==> src/rtl/ex_div_ctrl.sv <==
// Multi-cycle divide/remainder unit for the EX stage.
// A restoring radix-2 divider works on operand magnitudes. Sign fix-up and
// the quotient/remainder select happen in a single FIX cycle afterwards.
// Divide-by-zero and signed overflow skip the iteration and complete in one cycle.
module ex_div_ctrl #(
  parameter int XLEN = 64
) (
  input  logic            clk,
  input  logic            rst,
  input  logic            start_i,
  input  logic            flush_i,
  input  logic [2:0]      funct3_i,
  input  logic            word_i,
  input  logic [XLEN-1:0] dividend_i,
  input  logic [XLEN-1:0] divisor_i,
  output logic            stall_o,
  output logic            busy_o,
  output logic            done_o,
  output logic [XLEN-1:0] result_o
);

  localparam int HALF = XLEN / 2;
  localparam int CW   = $clog2(XLEN + 1);

  typedef enum logic [1:0] {IDLE, CALC, FIX, DONE} state_t;

  state_t          state_q, state_d;
  logic [CW-1:0]   cnt_q;
  logic [XLEN-1:0] quot_q, rem_q, dvsr_q;
  logic            neg_quot_q, neg_rem_q, is_rem_q, word_q;

  logic            accept;
  logic            is_signed, a_neg, b_neg, div_zero, overflow, special;
  logic [XLEN-1:0] a_eff, b_eff, a_mag, b_mag, min_val, special_res;
  logic [XLEN:0]   rem_shift, diff;
  logic [XLEN-1:0] q_fix, r_fix, fix_res;

  // Only divide ops are routed here, so funct3[2] is always set and carries no information.
  logic unused_funct3;
  assign unused_funct3 = funct3_i[2];

  // W results keep the low half and sign-extend its top bit across the full width.
  function automatic logic [XLEN-1:0] fit(input logic [XLEN-1:0] v, input logic w);
    return w ? {{HALF{v[HALF-1]}}, v[HALF-1:0]} : v;
  endfunction

  // Decode the incoming operands: effective width, magnitudes and the two short-cut cases.
  always_comb begin
    is_signed = ~funct3_i[0];
    a_eff     = dividend_i;
    b_eff     = divisor_i;
    min_val   = {1'b1, {(XLEN-1){1'b0}}};
    if (word_i) begin
      a_eff   = is_signed ? {{HALF{dividend_i[HALF-1]}}, dividend_i[HALF-1:0]}
                          : {{HALF{1'b0}}, dividend_i[HALF-1:0]};
      b_eff   = is_signed ? {{HALF{divisor_i[HALF-1]}}, divisor_i[HALF-1:0]}
                          : {{HALF{1'b0}}, divisor_i[HALF-1:0]};
      min_val = {{(HALF+1){1'b1}}, {(HALF-1){1'b0}}};
    end
    a_neg       = is_signed & a_eff[XLEN-1];
    b_neg       = is_signed & b_eff[XLEN-1];
    a_mag       = a_neg ? -a_eff : a_eff;
    b_mag       = b_neg ? -b_eff : b_eff;
    div_zero    = (b_eff == '0);
    overflow    = is_signed & (a_eff == min_val) & (b_eff == '1);
    special     = div_zero | overflow;
    special_res = fit(div_zero ? (funct3_i[1] ? a_eff : '1)
                               : (funct3_i[1] ? '0 : a_eff), word_i);
  end

  // One restoring step plus the final sign fix-up and result select.
  always_comb begin
    rem_shift = {rem_q, quot_q[XLEN-1]};
    diff      = rem_shift - {1'b0, dvsr_q};
    q_fix     = neg_quot_q ? -quot_q : quot_q;
    r_fix     = neg_rem_q ? -rem_q : rem_q;
    fix_res   = fit(is_rem_q ? r_fix : q_fix, word_q);
  end

  // Next-state and handshake outputs; flush overrides every transition.
  always_comb begin
    state_d = state_q;
    accept  = 1'b0;
    stall_o = 1'b0;
    done_o  = 1'b0;
    busy_o  = (state_q != IDLE);
    case (state_q)
      IDLE: begin
        if (start_i && !flush_i) begin
          accept  = 1'b1;
          stall_o = 1'b1;
          state_d = special ? DONE : CALC;
        end
      end
      CALC: begin
        stall_o = 1'b1;
        if (cnt_q == CW'(1)) state_d = FIX;
      end
      FIX: begin
        stall_o = 1'b1;
        state_d = DONE;
      end
      DONE: begin
        done_o  = ~flush_i;
        state_d = IDLE;
      end
      default: state_d = IDLE;
    endcase
    if (flush_i) state_d = IDLE;
  end

  // State register.
  always_ff @(posedge clk) begin
    if (rst) state_q <= IDLE;
    else     state_q <= state_d;
  end

  // Operand capture, iteration datapath and the held result.
  always_ff @(posedge clk) begin
    if (rst) begin
      cnt_q      <= '0;
      quot_q     <= '0;
      rem_q      <= '0;
      dvsr_q     <= '0;
      neg_quot_q <= 1'b0;
      neg_rem_q  <= 1'b0;
      is_rem_q   <= 1'b0;
      word_q     <= 1'b0;
      result_o   <= '0;
    end else begin
      if (accept) begin
        cnt_q      <= word_i ? CW'(HALF) : CW'(XLEN);
        quot_q     <= word_i ? {a_mag[HALF-1:0], {HALF{1'b0}}} : a_mag;
        rem_q      <= '0;
        dvsr_q     <= b_mag;
        neg_quot_q <= a_neg ^ b_neg;
        neg_rem_q  <= a_neg;
        is_rem_q   <= funct3_i[1];
        word_q     <= word_i;
        if (special) result_o <= special_res;
      end else if (state_q == CALC) begin
        cnt_q <= cnt_q - CW'(1);
        if (!diff[XLEN]) begin
          rem_q  <= diff[XLEN-1:0];
          quot_q <= {quot_q[XLEN-2:0], 1'b1};
        end else begin
          rem_q  <= rem_shift[XLEN-1:0];
          quot_q <= {quot_q[XLEN-2:0], 1'b0};
        end
      end
      if (state_q == FIX && state_d == DONE) result_o <= fix_res;
    end
  end

endmodule

==> config.mk <==
export PLATFORM = sky130hd
export DESIGN_NAME = ex_div_ctrl
export DESIGN_NICKNAME = d
export VERILOG_FILES = /design/src/rtl/ex_div_ctrl.sv
export SDC_FILE = /design/constraint.sdc
export NUM_CORES = 1
export LEC_CHECK = 0
export BUFFER_PORTS_ARGS = -buffer_cell sky130_fd_sc_hd__buf_2
export CAP_MARGIN = 20
export CORE_MARGIN = 4
export CORE_UTILIZATION = 35
export CTS_BUF_LIST = sky130_fd_sc_hd__clkbuf_8
export DETAILED_ROUTE_END_ITERATION = 10
export GPL_TIMING_DRIVEN = 0
export PLACE_DENSITY = 0.49
export SLEW_MARGIN = 40
export SYNTH_ARGS = -nofsm -noshare
export SYNTH_HDL_FRONTEND = slang
export SYNTH_SLANG_ARGS = --single-unit
==> constraint.sdc <==
create_clock -name clk -period 9.7 [get_ports clk]
set_input_delay 1.455 -clock clk [delete_from_list [all_inputs] [get_ports clk]]
set_output_delay 1.455 -clock clk [all_outputs]
set_load 0.03 [all_outputs]
# --- After elaboration in Yosys (flattened, before gate mapping) ---
# Cells that the tools add are included.
totals:
  register_bits: 269
  in_bits: 136
  out_inout_bits: 67
op_classes:
  n_eq_ne: 7
  bitwise: 8
  mux: 35
  reduce_logical: 12
  n_addsub: 6
ops:
  columns: ["op", "count"]
  rows:
  - ["2-to-1 mux 64 bit", 21]
  - ["negation 64 bit", 4]
  - ["subtractor 65 x 64 -> 65 bit", 1]
  - ["== test 64 bit", 1]
  - ["== test 64 bit, second input constant", 1]
  - ["logical NOT 64 bit", 1]
  - ["2-to-1 mux 63 bit", 1]
  - ["2-to-1 mux 7 bit", 3]
  - ["2-to-1 mux 2 bit", 4]
  - ["case mux 2 bit (4 select lines)", 1]
  - ["nonzero test 2 bit", 4]
  - ["== test 7 x 1 -> 1 bit, second input constant", 1]
  - ["subtractor 7 x 1 -> 7 bit, second input constant", 1]
  - ["== test 2 bit, second input constant", 3]
  - ["bitwise AND 1 bit", 4]
  - ["2-to-1 mux 1 bit", 4]
  - ["OR reduction 2 bit", 2]
  - ["== test 2 x 1 -> 1 bit, second input constant", 1]
  - ["logical AND 1 bit", 2]
  - ["logical NOT 2 bit", 1]
  - ["NOT 1 bit", 2]
  - ["case mux 1 bit (2 select lines)", 1]
  - ["AND reduction 2 bit", 1]
  - ["logical NOT 1 bit", 1]
  - ["2 further kinds", 2]

# --- Depth between registers and ports, before layout ---
logic_depth:
  depth_word: 14
  depth_mapped: 14

# --- Least setup slack after synthesis ---
# OpenSTA, ideal clock, no wires.
synth_timing:
  path_type: "input-to-output"
  from: "input start_i"
  to: "output stall_o"
  n_path_buf: 3
  stages: 7
  path_slack_ns: 5.068
  t_arrival_ns: 3.177
  cell_sequence: "nor2b_1 > and2_1 > clkbuf_1 > clkbuf_1 > buf_1 > nor2_1 > nor2_1"
synth_between:
  elab_chain_len: 3
synth_rtl:
  columns: ["item", "line", "rtl"]
  rows:
  - ["from (decl)", "10", "input logic start_i,"]
  - ["logical AND 1 bit", "89", "if (start_i && !flush_i) begin"]
  - ["2-to-1 mux 1 bit", "89", null]
  - ["case mux 1 bit (2 select lines)", "87", "case (state_q)"]
  - ["to (decl)", "16", "output logic stall_o,"]
# No other way between the ends.

# --- Worst setup path in the final report ---
layout_timing:
  from: "input word_i"
  to: "register result_o[25]"
layout_between:
  elab_chain_len: 13
  word_cells_on_any_way: 25
layout_rtl:
  columns: ["item", "line", "rtl"]
  rows:
  - ["from (decl)", "13", "input logic word_i,"]
  - ["2-to-1 mux 64 bit / 2-to-1 mux 63 bit (equally long branches)", "53", "if (word_i) begin"]
  - ["== test 64 bit", "65", "overflow = is_signed & (a_eff == min_val) & (b_eff == '1);"]
  - ["bitwise AND 1 bit (2 in series)", "65", null]
  - ["bitwise OR 1 bit", "66", "special = div_zero | overflow;"]
  - ["2-to-1 mux 2 bit", "92", "state_d = special ? DONE : CALC;"]
  - ["2-to-1 mux 2 bit", "89", null]
  - ["case mux 2 bit (4 select lines)", "87", null]
  - ["2-to-1 mux 2 bit", "109", "if (flush_i) state_d = IDLE;"]
  - ["== test 2 bit", "151", "if (state_q == FIX && state_d == DONE) result_o <= fix_res;"]
  - ["logical AND 1 bit", "151", null]
  - ["nonzero test 2 bit (no line)", null, null]
  - ["AND reduction 2 bit (no line)", null, null]
  - ["to (signal assigned)", "140", "if (special) result_o <= special_res;"]
  - ["to (signal assigned)", "151", null]
  - ["to (decl)", "19", "output logic [XLEN-1:0] result_o"]
# Parallel ways exist; a longest one is shown, timed or not. The select of a mux whose other input is x is not followed.
# A chain may end at the register's enable or synchronous reset.

==> summary.md <==
| Metric | Value |
|---|---|
| Outcome | completed |
| Tcrit/Tclk final | 0.690 |
| CP Depth | 14 |
| Routed vias | roughly 27k |
| Port Buffers | 196 |
| Routed WL | around 130000 um |
| Ys Warns | 0 |
| Unrepaired setup endpoints after global routing | false |
| Tot GR Track Use | 0.350 |
| Initial antenna violation count | 4 |
| Clock Path Buffers | 3 |
| Clk slew on worst S/H paths | about 0.06 ns |
| CP Capture Type | flop |
| Setup Skew | about 0.05 ns |
| Total power | approximately 4600 uW |
| Chip width | about 270 um |
| Synthesized instance count | approximately 3.2k |
| Final Hold Vio Count | 0 |
| Crit path max-delay family | buffers and inverters |
| Post-synth design cell area | 23200 sq um |
| Worst setup path end | result_o[25] |
| Register area share after synthesis | 0.232 |
| CTS tree | done |
| Final setup viols | 0 |
| Top cells by count, synth | 355 x nor2_1, 289 x nand2_1, 278 x o21ai_0, 269 x a21oi_1, 269 x dfxtp_1 |
| DRT antenna net count | 0 |
| Yosys top cell area share | 0.232 |
| Critical R2R Capture | rem_q[6] |
| Pins Over Slew Limit | 0 |
| Syn nets | 3429 |
| Setup bufs post-CTS | 0 |
| Critical Path AT | 7.25 ns |
| Area grow syn2layout | 14.7% |
| Gpl congestion | roughly 1.0 |
| Crit path launch type | input pin |
| CP startpoint | word_i |
| Post-cts repair resize count | 0 |
| Pre-antenna DRT Iters | 6 |
| Vias per cell | ~6.2 |
| Power density cells | approximately 170 nW/um^2 |
| Top_reg_cell synth | dfxtp_1 |
| EDFF count, synth | 0 |
| Max Cap Viol | 0 |
| Die H | approximately 270 um |
| Synth unique cells | 83 |
| Most common cell in the netlist | nor2_1 |
| Nets | ~3.7k |
| First-pass GRT wire length | ~180000 um |
| Synth area leader | dfxtp_1 |
| Static Leak | between 0.01 and 0.015 uW |
| Post-DR wirelength/cell | 29.5 um |
| Fin Hold WS | 0.452 ns |
| Detailed Place HPWL | between 100000 and 150000 um |
| Initial Util | 0.353 |
| Req. time, crit path | slightly above 10 ns |
| CTS Sinks | between 200 and 300 |
| H-tree levels | 2 |
| Mean post-synth cell area | slightly above 7 sq um |
| Least-Margin Pin Slew | between 0.9 and 1 ns |
| Cts bufs inserted | 55 |
| Core region area | around 66000 sq um |
| Total gr overflow | 0 |
| Synth Register Bits | ~270 |
| Fraction of layout cells with a size suffix above 1 | 0.108 |
| HP Class | reg2reg |
| Pin count of the biggest net entering global routing | 15 |
| Worst skew pair latency | a little over 0.7 ns |
| Tmin final | approximately 6.7 ns |
| FF-to-FF setup slack | 4.38 ns |
| Max incr delay on CP | around 0.70 ns |
| Cell row count | 94 |
| Origin of the critical flop-to-flop path | quot_q[63] |
| Critical path class | in2reg |
| Number of global-route vias before repair | about 26k |
| Max_slew headroom | 0.360 |
| Root buffer cell | clkbuf_8 |
| Critical path peak fanout | 10 |
| Setup TNS | 0 ns |
| CP max stage cell | clkbuf_1 |
| VDD IR max | around 0.11 mV |
| Synth top area cells | dfxtp_1 23%, xnor2_1 6.1%, o21ai_0 6.0% |
| Buf+Inv Stages, Crit Path | 5 |
| Fmax | 149 MHz |
| CP cell instances | buf_2 > clkbuf_1 > clkbuf_1 > a21oi_1 > a2111oi_1 > and4_1 > clkbuf_1 > or2_2 > nand2_1 > nand2_1 > nand2_1 > clkbuf_2 > a221oi_1 > nor2_1 |
| Depth of the most critical reg-to-reg path | 14 |
| # IOs | about 200 |
| # DRC | 0 |
| Ys async rst share | 0 |
| Hold_buf cts | 0 |
| Detailed Route Iter0 Violations | 3422 |
| DIE AREA | around 70000 sq um |
flip-flops by register name, indices dropped and copies added, names as in the netlist:
name and flops:
cnt_q 7, dvsr_q 64, is_rem_q 1, neg_quot_q 1, neg_rem_q 1, quot_q 64, rem_q 64, result_o 64
state_q 2, word_q 1
worst reg2reg max path, stage by stage (launching register included):
cell       delay (ns)
dfxtp_1          0.37
inv_1            0.19
ha_1             0.33
fa_1             0.41
nand2b_1         0.19
a21oi_1          0.34
nor3b_1          0.10
o21ai_0          0.39
o2111ai_1        0.43
nand3_1          0.32
a21oi_1          0.28
xnor2_2          0.72
clkbuf_1         0.69
mux2i_1          0.28
a21oi_1          0.09
per-layer routing:
| layer | share of wire | GRT usage | routed length [um] |
|---|---|---|---|
| met5 | 0.000054 | 0 | 7 |
| met2 | 0.43 | 0.526 | 55100 |
| met3 | 0.090 | 0.0767 | 11700 |
| met1 | 0.44 | 0.490 | 57300 |
| met4 | 0.042 | 0.132 | 5420 |
cells by family (layout without fill, tap and decap cells):
| group | Yosys count | in the layout | share of synthesized area |
|---|---|---|---|
| buffers and inverters | 340 | 643 | 0.0559 |
| AND/OR/NAND/NOR | 1073 | 1073 | 0.221 |
| flip-flops | 269 | 269 | 0.232 |
| adder cells (fa/ha/maj) | 78 | 78 | 0.0423 |
| other | 0 | 4 | 0 |
| multiplexers | 118 | 118 | 0.0512 |
| AO/OA/AOI/OAI | 1048 | 1048 | 0.289 |
| XOR/XNOR | 289 | 289 | 0.109 |
worst min path at each step:
| stage | start | to | slack [ns] | cells after the start |
|---|---|---|---|---|
| 2_1_floorplan | dvsr_q[49] | dvsr_q[49] | 0.43 | 2 |
| 3_3_place_gp | result_o[62] | result_o[62] | 0.44 | 2 |
| 3_5_place_dp | dvsr_q[33] | dvsr_q[33] | 0.45 | 2 |
| 4_1_cts | dvsr_q[33] | dvsr_q[33] | 0.45 | 2 |
| 5_1_grt | result_o[48] | result_o[48] | 0.48 | 2 |
| 6_report | dvsr_q[33] | dvsr_q[33] | 0.45 | 2 |
area by class of cell:
| class | instances | area, sq um |
|---|---|---|
| diodes | 4 | 10.0 |
| well taps | 864 | 1080 |
| inverters | 122 | 458 |
| flip-flops and latches | 269 | 5390 |
| multi-input cells | 2606 | 16600 |
| fillers | 7108 | 39100 |
| clock buffers | 70 | 963 |
| plain buffers | 218 | 881 |
| clock inverters | 33 | 253 |
| repair buffers | 200 | 1010 |
through the flow:
step / std cells / utilization / instance area, sq um / setup WS [ns]
2_1_floorplan: 3215 / - / 23200 / 5.07
3_3_place_gp: 4275 / 0.385 / 25300 / 1.76
3_5_place_dp: 4279 / 0.386 / 25400 / 2.45
4_1_cts: 4382 / 0.405 / 26600 / 3.17
5_1_grt: 4383 / 0.405 / 26600 / 2.93
6_report: 4386 / 0.405 / 26600 / 3.01
placed cells by master, fill, tap and decap left out, types with 123 or more instances in the layout:
| cell | synthesis | routed |
|---|---|---|
| a211oi_1 | 124 | 123 |
| a21oi_1 | 269 | 268 |
| buf_2 | 9 | 209 |
| clkbuf_1 | 198 | 169 |
| dfxtp_1 | 269 | 269 |
| inv_1 | 120 | 137 |
| nand2_1 | 289 | 289 |
| nor2_1 | 355 | 352 |
| o21ai_0 | 278 | 276 |
| xnor2_1 | 163 | 162 |
| xor2_1 | 126 | 125 |
power by group:
group	switching, uW	leakage (uW)	internal [uW]
Sequential	95.3	0.00219	1160
Combinational	1270	0.00730	673
Clock	606	0.000690	755
Power figures use the tool's default switching activity.
